**config.mk**
```make
export PLATFORM = sky130hd
export DESIGN_NAME = conv_window_ctrl
export DESIGN_NICKNAME = d
export VERILOG_FILES = /design/src/rtl/conv_window_ctrl_pkg.sv /design/src/rtl/conv_window_ctrl_raster_pos_counter.sv /design/src/rtl/conv_window_ctrl.sv
export SDC_FILE = /design/constraint.sdc
export NUM_CORES = 1
export LEC_CHECK = 0
export BUFFER_PORTS_ARGS = -buffer_cell sky130_fd_sc_hd__buf_2
export CAP_MARGIN = 10
export CORE_ASPECT_RATIO = 1.4
export CORE_MARGIN = 4
export CORE_UTILIZATION = 29
export CTS_BUF_LIST = sky130_fd_sc_hd__clkbuf_16
export DETAILED_ROUTE_END_ITERATION = 10
export GPL_ROUTABILITY_DRIVEN = 0
export PLACE_DENSITY = 0.53
export SYNTH_ARGS = -nofsm -noshare
export SYNTH_HDL_FRONTEND = slang
export SYNTH_HIERARCHICAL = 1
export SYNTH_SLANG_ARGS = --single-unit
```
**constraint.sdc**
```tcl
create_clock -name i_clock -period 2.85 [get_ports i_clock]
set_clock_uncertainty 0.05 [all_clocks]
set_input_delay 0.285 -clock i_clock [delete_from_list [all_inputs] [get_ports i_clock]]
set_output_delay 0.285 -clock i_clock [all_outputs]
set_load 0.01 [all_outputs]
```
**src/rtl/conv_window_ctrl_pkg.sv**
```systemverilog
// rtl/conv_window_ctrl_pkg.sv - shared defaults and width helpers for the window controller
package conv_window_ctrl_pkg;

    localparam int DEF_KERNEL_SIZE = 3;
    localparam int DEF_DATA_SIZE   = 8;
    localparam int DEF_ROW_SIZE    = 28;
    localparam int DEF_COL_SIZE    = 28;
    localparam int DEF_STRIDE      = 1;

    function automatic int clog2(input int value);
        int res;
        res = 0;
        for (int i = 0; i < 31; i++) begin
            if ((1 << i) < value) res = i + 1;
        end
        return res;
    endfunction

    // Width of a counter that runs 0..max_val, never narrower than one bit.
    function automatic int cnt_w(input int max_val);
        return (clog2(max_val + 1) < 1) ? 1 : clog2(max_val + 1);
    endfunction

    function automatic int out_cnt_w(input int size, input int k, input int s);
        return cnt_w((size - k) / s);
    endfunction

endpackage

```
**src/rtl/conv_window_ctrl_raster_pos_counter.sv**
```systemverilog
// rtl/conv_window_ctrl_raster_pos_counter.sv - raster position, stride phase and output-map counters
module raster_pos_counter
    import conv_window_ctrl_pkg::*;
#(
    parameter int KERNEL_SIZE = DEF_KERNEL_SIZE,
    parameter int ROW_SIZE    = DEF_ROW_SIZE,
    parameter int COL_SIZE    = DEF_COL_SIZE,
    parameter int STRIDE      = DEF_STRIDE
) (
    input  logic                                                i_clock,
    input  logic                                                i_reset,
    input  logic                                                i_data_valid,
    output logic                                                o_accept,
    output logic                                                o_last_pixel,
    output logic [out_cnt_w(COL_SIZE, KERNEL_SIZE, STRIDE)-1:0] o_out_row,
    output logic [out_cnt_w(ROW_SIZE, KERNEL_SIZE, STRIDE)-1:0] o_out_col
);

    localparam int RW  = cnt_w(COL_SIZE - 1);
    localparam int CW  = cnt_w(ROW_SIZE - 1);
    localparam int PW  = cnt_w(STRIDE - 1);
    localparam int ORW = out_cnt_w(COL_SIZE, KERNEL_SIZE, STRIDE);
    localparam int OCW = out_cnt_w(ROW_SIZE, KERNEL_SIZE, STRIDE);

    localparam logic [RW-1:0] ROW_LAST      = RW'(COL_SIZE - 1);
    localparam logic [RW-1:0] ROW_FIRST_WIN = RW'(KERNEL_SIZE - 1);
    localparam logic [CW-1:0] COL_LAST      = CW'(ROW_SIZE - 1);
    localparam logic [CW-1:0] COL_FIRST_WIN = CW'(KERNEL_SIZE - 1);
    localparam logic [PW-1:0] PH_LAST       = PW'(STRIDE - 1);

    logic [RW-1:0]  r_row;
    logic [CW-1:0]  r_col;
    logic [PW-1:0]  r_row_ph;
    logic [PW-1:0]  r_col_ph;
    logic [ORW-1:0] r_orow;
    logic [OCW-1:0] r_ocol;
    logic           r_row_hit;
    logic           r_any_row;

    logic           w_row_end;
    logic           w_frame_end;
    logic           w_accept;
    logic [ORW-1:0] w_orow_cur;
    logic [OCW-1:0] w_ocol_cur;

    assign w_row_end   = (r_col == COL_LAST);
    assign w_frame_end = w_row_end && (r_row == ROW_LAST);
    assign w_accept    = i_data_valid && (r_row >= ROW_FIRST_WIN) && (r_col >= COL_FIRST_WIN)
                         && (r_row_ph == '0) && (r_col_ph == '0);

    // The output row advances on the first accept of every accepted row after the first,
    // so the counter never runs past OH-1 even when trailing rows are off the stride grid.
    assign w_orow_cur = (r_any_row && !r_row_hit) ? r_orow + 1'b1 : r_orow;
    assign w_ocol_cur = r_row_hit ? r_ocol + 1'b1 : '0;

    assign o_accept     = w_accept;
    assign o_last_pixel = i_data_valid && w_frame_end;
    assign o_out_row    = w_orow_cur;
    assign o_out_col    = w_ocol_cur;

    always_ff @(posedge i_clock or posedge i_reset) begin
        if (i_reset) begin
            r_row     <= '0;
            r_col     <= '0;
            r_row_ph  <= '0;
            r_col_ph  <= '0;
            r_orow    <= '0;
            r_ocol    <= '0;
            r_row_hit <= 1'b0;
            r_any_row <= 1'b0;
        end else if (i_data_valid) begin
            if (w_accept) begin
                r_orow    <= w_orow_cur;
                r_ocol    <= w_ocol_cur;
                r_row_hit <= 1'b1;
                r_any_row <= 1'b1;
            end
            if (w_frame_end) begin
                r_row     <= '0;
                r_col     <= '0;
                r_row_ph  <= '0;
                r_col_ph  <= '0;
                r_orow    <= '0;
                r_ocol    <= '0;
                r_row_hit <= 1'b0;
                r_any_row <= 1'b0;
            end else if (w_row_end) begin
                r_col     <= '0;
                r_col_ph  <= '0;
                r_row     <= r_row + 1'b1;
                r_row_ph  <= (r_row < ROW_FIRST_WIN || r_row_ph == PH_LAST) ? '0 : r_row_ph + 1'b1;
                r_row_hit <= 1'b0;
                r_ocol    <= '0;
            end else begin
                r_col     <= r_col + 1'b1;
                r_col_ph  <= (r_col < COL_FIRST_WIN || r_col_ph == PH_LAST) ? '0 : r_col_ph + 1'b1;
            end
        end
    end

endmodule

```
**src/rtl/conv_window_ctrl.sv**
```systemverilog
// rtl/conv_window_ctrl.sv - registers the KxK window, valid strobe and coordinates for the MAC array
module conv_window_ctrl
    import conv_window_ctrl_pkg::*;
#(
    parameter int KERNEL_SIZE = DEF_KERNEL_SIZE,
    parameter int DATA_SIZE   = DEF_DATA_SIZE,
    parameter int ROW_SIZE    = DEF_ROW_SIZE,
    parameter int COL_SIZE    = DEF_COL_SIZE,
    parameter int STRIDE      = DEF_STRIDE
) (
    input  logic                                                i_clock,
    input  logic                                                i_reset,
    input  logic                                                i_data_valid,
    input  logic [KERNEL_SIZE*KERNEL_SIZE*DATA_SIZE-1:0]        i_rows_in,
    output logic [KERNEL_SIZE*KERNEL_SIZE*DATA_SIZE-1:0]        o_window_out,
    output logic                                                o_window_valid,
    output logic [out_cnt_w(COL_SIZE, KERNEL_SIZE, STRIDE)-1:0] o_out_row,
    output logic [out_cnt_w(ROW_SIZE, KERNEL_SIZE, STRIDE)-1:0] o_out_col,
    output logic                                                o_frame_done
);

    localparam int WIN_W = KERNEL_SIZE * KERNEL_SIZE * DATA_SIZE;
    localparam int ORW   = out_cnt_w(COL_SIZE, KERNEL_SIZE, STRIDE);
    localparam int OCW   = out_cnt_w(ROW_SIZE, KERNEL_SIZE, STRIDE);

    logic             w_accept;
    logic             w_last_pixel;
    logic [ORW-1:0]   w_out_row;
    logic [OCW-1:0]   w_out_col;

    logic [WIN_W-1:0] r_window;
    logic             r_valid;
    logic [ORW-1:0]   r_out_row;
    logic [OCW-1:0]   r_out_col;
    logic             r_frame_done;

    raster_pos_counter #(
        .KERNEL_SIZE (KERNEL_SIZE),
        .ROW_SIZE    (ROW_SIZE),
        .COL_SIZE    (COL_SIZE),
        .STRIDE      (STRIDE)
    ) u_pos (
        .i_clock      (i_clock),
        .i_reset      (i_reset),
        .i_data_valid (i_data_valid),
        .o_accept     (w_accept),
        .o_last_pixel (w_last_pixel),
        .o_out_row    (w_out_row),
        .o_out_col    (w_out_col)
    );

    always_ff @(posedge i_clock or posedge i_reset) begin
        if (i_reset) begin
            r_window     <= '0;
            r_valid      <= 1'b0;
            r_out_row    <= '0;
            r_out_col    <= '0;
            r_frame_done <= 1'b0;
        end else begin
            r_valid      <= w_accept;
            r_frame_done <= w_last_pixel;
            if (w_accept) begin
                r_window  <= i_rows_in;
                r_out_row <= w_out_row;
                r_out_col <= w_out_col;
            end
        end
    end

    assign o_window_out   = r_window;
    assign o_window_valid = r_valid;
    assign o_out_row      = r_out_row;
    assign o_out_col      = r_out_col;
    assign o_frame_done   = r_frame_done;

endmodule

```
# Word level (Yosys, flattened, before mapping)
# Cells that the tools add are included.
[op_classes]
muxes = 21
order_cmp = 4
reduce_logical = 16
eq_ne = 2
add_sub_neg = 6
bitwise = 2
[op_table]
columns = ["cell", "count"]
rows = [
  ["$mux 5", 11],
  ["$add 5x1->5 const B", 4],
  ["$eq 5x5->1 const B", 2],
  ["$ge 5x2->1 const B", 2],
  ["$lt 5x2->1 const B", 2],
  ["$mux 1", 10],
  ["$logic_and 1x1->1", 7],
  ["$reduce_and 2->1", 3],
  ["$reduce_bool 2->1", 2],
  ["$reduce_bool 3->1", 1],
  ["$add 1x1->1 const B", 2],
  ["$logic_or 1x1->1", 2],
  ["$not 1->1", 2],
  ["$logic_not 1->1", 1],
]
[totals]
in_bits = 75
word_cells = 64
out_inout_bits = 84
ff_bits = 108

# Logic depth before layout (Yosys ltp)
# Gate-level depths: netlist of the first run.
[logic_depth]
ltp_word = 8
depth_mapped = 9

# Hierarchy
# Netlist of the first run, hierarchy kept.
[modules_own_cells]
columns = ["module", "instances", "cells_per_inst", "area_per_inst_um2"]
rows = [
  ["conv_window_ctrl", 1, 176, 3500.9],
  ["raster_pos_counter", 1, 144, 1376.3],
]

# Worst setup path before layout of the first run
# OpenSTA, ideal clock, no wires.
[synth_timing]
path_kind = "register to register"
start = "register u_pos.r_row[1]"
end = "register r_out_col[0] (netlist: o_out_col[0])"
setup_slack_ns = 0.694
required_time_ns = 2.675
synth_period_minus_slack_ns = 2.156
arrival_ns = 1.981
n_path_buf = 3
stages_incl_launch_ff = 9
setup_ns = 0.125
path_cell_list = "dfrtp_1 -> ha_1 -> or4_1 -> o21ai_2 -> nor2_2 -> buf_6 -> buf_6 -> buf_12 -> mux2_4"
[synth_between]
elab_chain_len = 5
[synth_lines]
columns = ["element", "line", "text"]
rows = [
  ["start, declared", "conv_window_ctrl_raster_pos_counter.sv:31", "logic [RW-1:0] r_row;"],
  ["start signal, assigned", "conv_window_ctrl_raster_pos_counter.sv:90", "r_row <= r_row + 1'b1;"],
  ["$ge 5x2->1", "conv_window_ctrl_raster_pos_counter.sv:48", "assign w_accept = i_data_valid && (r_row >= ROW_FIRST_WIN) && (r_col >= COL_FIRST_WIN)"],
  ["$logic_and 1x1->1 (2 in series)", "conv_window_ctrl_raster_pos_counter.sv:48", ""],
  ["$logic_and 1x1->1 (2 in series)", "conv_window_ctrl_raster_pos_counter.sv:49", "&& (r_row_ph == '0) && (r_col_ph == '0);"],
  ["via w_accept", "conv_window_ctrl.sv:26", "logic w_accept;"],
  ["end signal, assigned", "conv_window_ctrl.sv:65", "r_out_col <= w_out_col;"],
  ["end, declared", "conv_window_ctrl.sv:34", "logic [OCW-1:0] r_out_col;"],
]
# The timed path passes the listed nets, and every way through them passes these cells.
# A chain may end at the register's enable or synchronous reset.

# Final worst setup path of the first run
[layout_timing]
start = "register u_pos.r_col[0]"
end = "register r_window[1] (netlist: o_window_out[1])"
[layout_between]
elab_chain_len = 4
[layout_lines]
columns = ["element", "line", "text"]
rows = [
  ["start, declared", "conv_window_ctrl_raster_pos_counter.sv:32", "logic [CW-1:0] r_col;"],
  ["start signal, assigned", "conv_window_ctrl_raster_pos_counter.sv:95", "r_col <= r_col + 1'b1;"],
  ["$ge 5x2->1", "conv_window_ctrl_raster_pos_counter.sv:48", ""],
  ["$logic_and 1x1->1", "conv_window_ctrl_raster_pos_counter.sv:48", ""],
  ["$logic_and 1x1->1 (2 in series)", "conv_window_ctrl_raster_pos_counter.sv:49", ""],
  ["via w_accept", "conv_window_ctrl.sv:26", ""],
  ["end signal, assigned", "conv_window_ctrl.sv:63", "r_window <= i_rows_in;"],
  ["end, declared", "conv_window_ctrl.sv:31", "logic [WIN_W-1:0] r_window;"],
]
# The timed path passes the listed nets, and every way through them passes these cells.

==> run metrics, run 1 <==
WL met3=approximately 560 um; setup TNS=0 ps; clk_lat worst skew=350 ps; GR Util All Layers=11.8%; Synth Net Count=401; post-synthesis compound-gate area fraction=2.10%; Hold Path Cell Cnt=2; Post-Synth Adder-Cell Area=1.54%; CP arrival=2410 ps; first-pass detailed-route iteration total=4; Seq/Total Area, Yosys=55.4%; routed length on met2=~5.4 mm; core area=16,300 um^2; r2r worst-path depth=7; Least-Margin Pin Slew=971 ps; CTS H-tree depth=3; total global routing overflow=0; Longest Clk Path Bufs=2; RSZ-0062 raised after global routing=false; largest net degree at the start of global routing=between 70 and 80; final worst path period share=78.3%; Crit Path Category=register to register; slowest stage delay, CP=390 ps; DRC viols=0; final hold vios=0; Max Cap Violations=0; commonest non-fill, non-tap cell in the layout=buf_2; max-slew violation count=0; mux share of post-synthesis cell area=between 20 and 30%; vias in the first global route=3,414; final worst slack=619 ps; DR vias/cell=4.53; DRT antenna net count=0; syn_area_per_cell=~15 um^2; final setup fails=0; site row count=55; # resized after CTS=0; Max Freq=about 0.45 GHz; initial DRC count=114; crit-path max FO=17; hpwl dp=between 7 and 8 mm; most frequent cells in the layout=158 x buf_2, 108 x dfrtp_1, 80 x mux2_4, 28 x nand2_1; critical path's slowest cell=or4_1; Buffers on Ports=158; Initial Utilization=29.9%; WP depth=7; library cells used by synthesis=35; CTS buffer count=9; top layer in use=met4; initial antenna violation count=0; fin util=37.7%; Post-Synth Simple-Gate Area=7.62%; clock sinks=~110; Root Buffer=clkbuf_16; Hold Path Class=input port to register; fin area=between 6000 and 7000 um^2; Pwr per Cell Area=864 nW/um^2; ant diodes=0; dpl ws=636 ps; area grow syn2layout=26.1%; Post-Synth XOR/XNOR Area=0.718%; status=complete, no violations; io pins=159; DR WL/cell=15.9 um; # fillers=~1,600; Post-Route WL=11.0 mm; worst path bufs/invs=2; worst path required time=3030 ps; Die Width=118 um; worst-path cell chain=inv_1 > ha_1 > or4_1 > nor2_1 > nor2_4 > buf_4 > mux2_4; #FFs+latches synth=approximately 110; Cells after Synth=320; Die ar.=19,000 um^2; layout cells sized above 1=55.4%; post-layout min period=2230 ps; Clock Pin Slew Worst Setup and Hold Paths=70 ps; maximum VDD drop=0.000366 V; Layout Nets=around 570; largest family of logic cells by synthesized area=multiplexers; YS warnings=6; Slew HR=between 30% and 40%; Cell Area, Synth=just under 5000 um^2; DRT met1 WL=4.73 mm; Pleak=0.00315 uW; global-route wire length before repair=18.2 mm; CTS tree=built; Placed Instance Area=5820 um^2; nature of the critical path endpoint=register; DR vias=3,114; CP startpoint kind=register; CP top delay family=simple AND/OR/NAND/NOR gates; die height=~160 um
worst paths after layout:
| kind | start | endpoint | slack, ps |
|---|---|---|---|
| max | u_pos/r_col[0]$_DFFE_PP0P_ | o_window_out[1]$_DFFE_PP0P_ | 620 |
| min | i_rows_in[38] | o_window_out[38]$_DFFE_PP0P_ | 120 |
| max reg2reg | u_pos/r_col[0]$_DFFE_PP0P_ | o_window_out[1]$_DFFE_PP0P_ | 620 |
| min reg2reg | u_pos/r_row_ph$_DFFE_PP0P_ | u_pos/r_row_ph$_DFFE_PP0P_ | 450 |
| max in group asynchronous | i_reset | u_pos/r_any_row$_DFFE_PP0P_ | 1480 |
| min in group asynchronous | i_reset | o_out_col[1]$_DFFE_PP0P_ | 360 |
logic make-up (layout without fill, tap and decap cells):
family	count (synthesis)	after routing
fa+ha+maj	6	6
flops	108	108
compound gates	15	15
xor+xnor	4	4
buf+inv	18	187
simple gates	72	72
mux	97	97
routing by layer:
layer,vias to the layer above,track usage (%)
met5,-,0
met4,0,4.75
met3,15,3.82
met2,97,19.8
met1,1568,14.1
li1,1434,-
power breakdown:
group | switching [uW] | internal [uW]
Combinational | 759 | 976
Sequential | 274 | 1950
Clock | 579 | 777
Total | 1610 | 3700
cell type report:
type,instances,area (um^2),area share (%)
timing repair buffer,165,883,14.4
inverter,6,23.8,0.387
clock buffer,9,225,3.66
sequential,108,2700,43.9
clock inverter,7,98.8,1.61
tap,199,249,4.05
multi-input combinational,194,1970,32.0
registers in the layout, summed over array words and instances, names as in the netlist:
name,cells
o_window_out,72
o_out_col,5
o_out_row,5
u_pos/r_col,5
u_pos/r_ocol,5
u_pos/r_orow,5
u_pos/r_row,5
o_frame_done,1
o_window_valid,1
u_pos/r_any_row,1
u_pos/r_col_ph,1
u_pos/r_row_hit,1
u_pos/r_row_ph,1
per-stage QoR:
| step | total power [uW] | hold slack [ps] | instances |
|---|---|---|---|
| floorplan | 3470 | 250 | 320 |
| global placement | 3970 | 183 | 671 |
| detailed placement | 4010 | 185 | 671 |
| CTS | 5420 | 92.9 | 688 |
| global route | 5660 | 86.9 | 688 |
| finish | 5310 | 116 | 688 |
synth_stat cells:
cell / instances / area [um^2]
a2111o_1: 1 / 11.3
nand4b_1: 2 / 17.5
inv_1: 6 / 22.5
nor2_1: 3 / 11.3
o21ai_2: 1 / 8.76
buf_12: 8 / 160
and3b_1: 1 / 8.76
and2_0: 1 / 6.26
and4b_1: 1 / 10.0
or2_2: 3 / 18.8
ha_1: 6 / 75.1
nor3_1: 2 / 10.0
or4_1: 2 / 15.0
nor2_2: 1 / 6.26
buf_6: 2 / 22.5
nand3b_1: 1 / 7.51
nand3_1: 12 / 60.1
nor2b_1: 4 / 25.0
o31ai_1: 1 / 7.51
nand2b_1: 4 / 25.0
clkbuf_1: 2 / 7.51
and2_1: 6 / 37.5
xnor2_1: 3 / 26.3
a22o_1: 1 / 8.76
xor2_1: 1 / 8.76
nand2_1: 28 / 105
o2bb2ai_1: 1 / 8.76
o21ai_1: 1 / 5.00
o21ai_0: 6 / 30.0
mux2_2: 5 / 56.3
dfrtp_1: 108 / 2700
o21a_1: 3 / 22.5
mux2i_1: 12 / 120
nor3b_1: 1 / 7.51
mux2_4: 80 / 1200
timing repair:
action,CTS,global route
endpoints found under the hold margin,9,0
setup buffers,0,0
endpoints found under the setup margin,0,0
hold buffers,1,0
No activity file was read; power rests on OpenSTA's default activity.
==> run 2, diff against run 1 <==
--- a/config.mk
+++ b/config.mk
@@ -13,7 +13,7 @@
 export CTS_BUF_LIST = sky130_fd_sc_hd__clkbuf_16
 export DETAILED_ROUTE_END_ITERATION = 10
 export GPL_ROUTABILITY_DRIVEN = 0
-export PLACE_DENSITY = 0.53
+export PLACE_DENSITY = 0.54
 export SYNTH_ARGS = -nofsm -noshare
 export SYNTH_HDL_FRONTEND = slang
 export SYNTH_HIERARCHICAL = 1
==> constraint.sdc (replaced) <==
create_clock -name i_clock -period 1.9 [get_ports i_clock]
set_clock_uncertainty 0.05 [all_clocks]
set_input_delay 0.19 -clock i_clock [delete_from_list [all_inputs] [get_ports i_clock]]
set_output_delay 0.19 -clock i_clock [all_outputs]
set_load 0.01 [all_outputs]
==> run metrics, run 2 (same netlist as run 1, synthesis figures left out) <==
max FFs per register=72 (unchanged); Longest Clk Path Bufs=2 (unchanged); first-pass detailed-route iteration total=4 (unchanged); worst r2r src=u_pos/r_row[0]$_DFFE_PP0P_; Crit Path Category=register to register; final hold vios=0 (unchanged); Pleak=0.00331 uW (+5.2%); DR WL/cell=15.9 um (-0.46%); Initial Utilization=29.9% (unchanged); clock sinks=108 (unchanged); Post-Route WL=11.5 mm (+4.7%); nature of the critical path endpoint=register; overall power=7990 uW (+51%); Least-Margin Pin Slew=527 ps (-444 ps); setup TNS=-6680 ps (-6680 ps); Hold Path Cell Cnt=2 (unchanged); status=complete, but fails checks; area grow syn2layout=33.7%; DRT antenna net count=0 (unchanged); r2r endpoint=o_window_out[4]$_DFFE_PP0P_; Placed Instance Area=5970 um^2 (+2.7%); Buffers on Ports=158 (unchanged); Hold Startpoint=i_rows_in[45]; GR Util All Layers=12.2% (+0.35 points); Hold Path Class=input port to register; register-to-register setup slack=-140 ps (-760 ps); maximum VDD drop=0.000523 V (+43%); # fillers=1,543 (-3.4%); CP startpoint kind=register; WL met3=632 um (+14%); Clock Pin Slew Worst Setup and Hold Paths=70 ps (about the same); Max Freq=0.490 GHz (+9.3%); most frequent cells in the layout=158 x buf_2, 108 x dfrtp_1, 80 x mux2_4, 28 x nand2_1, 24 x buf_4; DR vias=3,218 (+3.3%); RSZ-0062 raised after global routing=true; Max Cap Violations=0 (unchanged); top layer in use=met4; Die ar.=19,000 um^2 (unchanged); DR vias/cell=4.44 (-1.8%); site row count=55 (unchanged); layout cells sized above 1=58.5% (+3.1 points); hpwl dp=8.26 mm (+3.9%); die height=161 um (unchanged); failing checks=negative setup slack; DRT met1 WL=5.11 mm (+8.1%); worst path required time=2080 ps (-950 ps); Pwr per Cell Area=1230 nW/um^2 (+42%); ant diodes=0 (unchanged); routed length on met2=5.57 mm (+2.5%); CTS buffer count=9 (unchanged); Slew HR=64.8% (+30 points); vias in the first global route=3,560 (+4.3%); commonest non-fill, non-tap cell in the layout=buf_2; initial DRC count=153 (+34%); Layout Nets=601 (+6.4%); global-route wire length before repair=18.4 mm (+0.76%); fin area=6520 um^2 (+6.1%); CTS tree=built; io pins=159 (unchanged); post-layout min period=2040 ps (-190 ps); Die Width=118 um (unchanged); clk_lat worst skew=340 ps (about the same); final worst path period share=107% (+29 points); max-slew violation count=0 (unchanged); Root Buffer=clkbuf_16; CP arrival=2220 ps (-190 ps); CTS H-tree depth=3 (unchanged); final worst slack=-141 ps (-760 ps); core area=16,300 um^2 (unchanged); final setup fails=82 (+82); largest net degree at the start of global routing=41 (-46%); Hold Path End=o_window_out[45]$_DFFE_PP0P_; crit-path max FO=8 (-9); total global routing overflow=0 (unchanged); r2r worst-path depth=8 (+1); initial antenna violation count=0 (unchanged); DRC viols=0 (unchanged)
run 2: cell types whose count changed in the layout (fill, tap and decap cells not counted), sizes merged:
cell         before  now
clkinv            3    4
clkbuf            9   10
dlygate4sd3       1    9
inv               7    5
buf             164  191
clkinvlp          1    4
bufinv            2    0
run 2: layer usage:
layer / vias up / GRT usage, %
li1: 1516 / -
met1: 1591 / 14.6
met2: 99 / 20.6
met3: 12 / 3.92
met4: 0 / 4.21
met5: - / 0
run 2: layout make-up:
class,count,area [um^2],share of cell area [%]
sequential,108,2700,41.4
timing repair buffer,201,1260,19.3
inverter,6,26.3,0.403
clock inverter,7,43.8,0.671
multi-input combinational,194,2020,31.0
clock buffer,9,225,3.45
tap,199,249,3.82
run 2: worst max-delay path: stages, from the launching register on:
cell,delay (ps)
dfrtp_1,370
inv_2,60
ha_4,150
or4_4,430
o21ai_4,180
nor2_4,110
buf_6,150
buf_16,140
mux2_4,300
run 2: stage by stage:
stage                     hold slack (ps)  std cells  utilization [%]  setup WS [ps]
final                                19.5        724             40.0           -141
after global routing                 1.59        724             40.0           -178
after CTS                           0.537        719             39.6           -157
after detailed placement              224        688             36.6           -154
after global placement                216        688             36.6           -172
after floorplan                       155        320                -           -237
run 2: how the worst max path moves through the flow:
stage / start / end / slack (ps)
3_5_place_dp: u_pos/r_col[0]$_DFFE_PP0P_ / o_window_out[19]$_DFFE_PP0P_ / -150
4_1_cts: u_pos/r_row[0]$_DFFE_PP0P_ / o_out_row[1]$_DFFE_PP0P_ / -160
2_1_floorplan: u_pos/r_row[1]$_DFFE_PP0P_ / o_out_col[0]$_DFFE_PP0P_ / -240
5_1_grt: u_pos/r_row[0]$_DFFE_PP0P_ / o_window_out[4]$_DFFE_PP0P_ / -180
3_3_place_gp: u_pos/r_col[0]$_DFFE_PP0P_ / o_window_out[68]$_DFFE_PP0P_ / -170
6_report: u_pos/r_row[0]$_DFFE_PP0P_ / o_window_out[4]$_DFFE_PP0P_ / -140
run 2: power breakdown:
part / switching [uW] / internal [uW]
registers: 388 / 2920
logic: 1260 / 1720
clock network: 826 / 880
total: 2480 / 5520
run 2: timing repair:
action                                  in CTS  in global routing
hold buffers                                 8                  1
resized for setup                            9                 10
endpoints found under the hold margin       49                  1
gates cloned                                 2                  0
setup buffers                                5                  4
endpoints found under the setup margin      83                 85
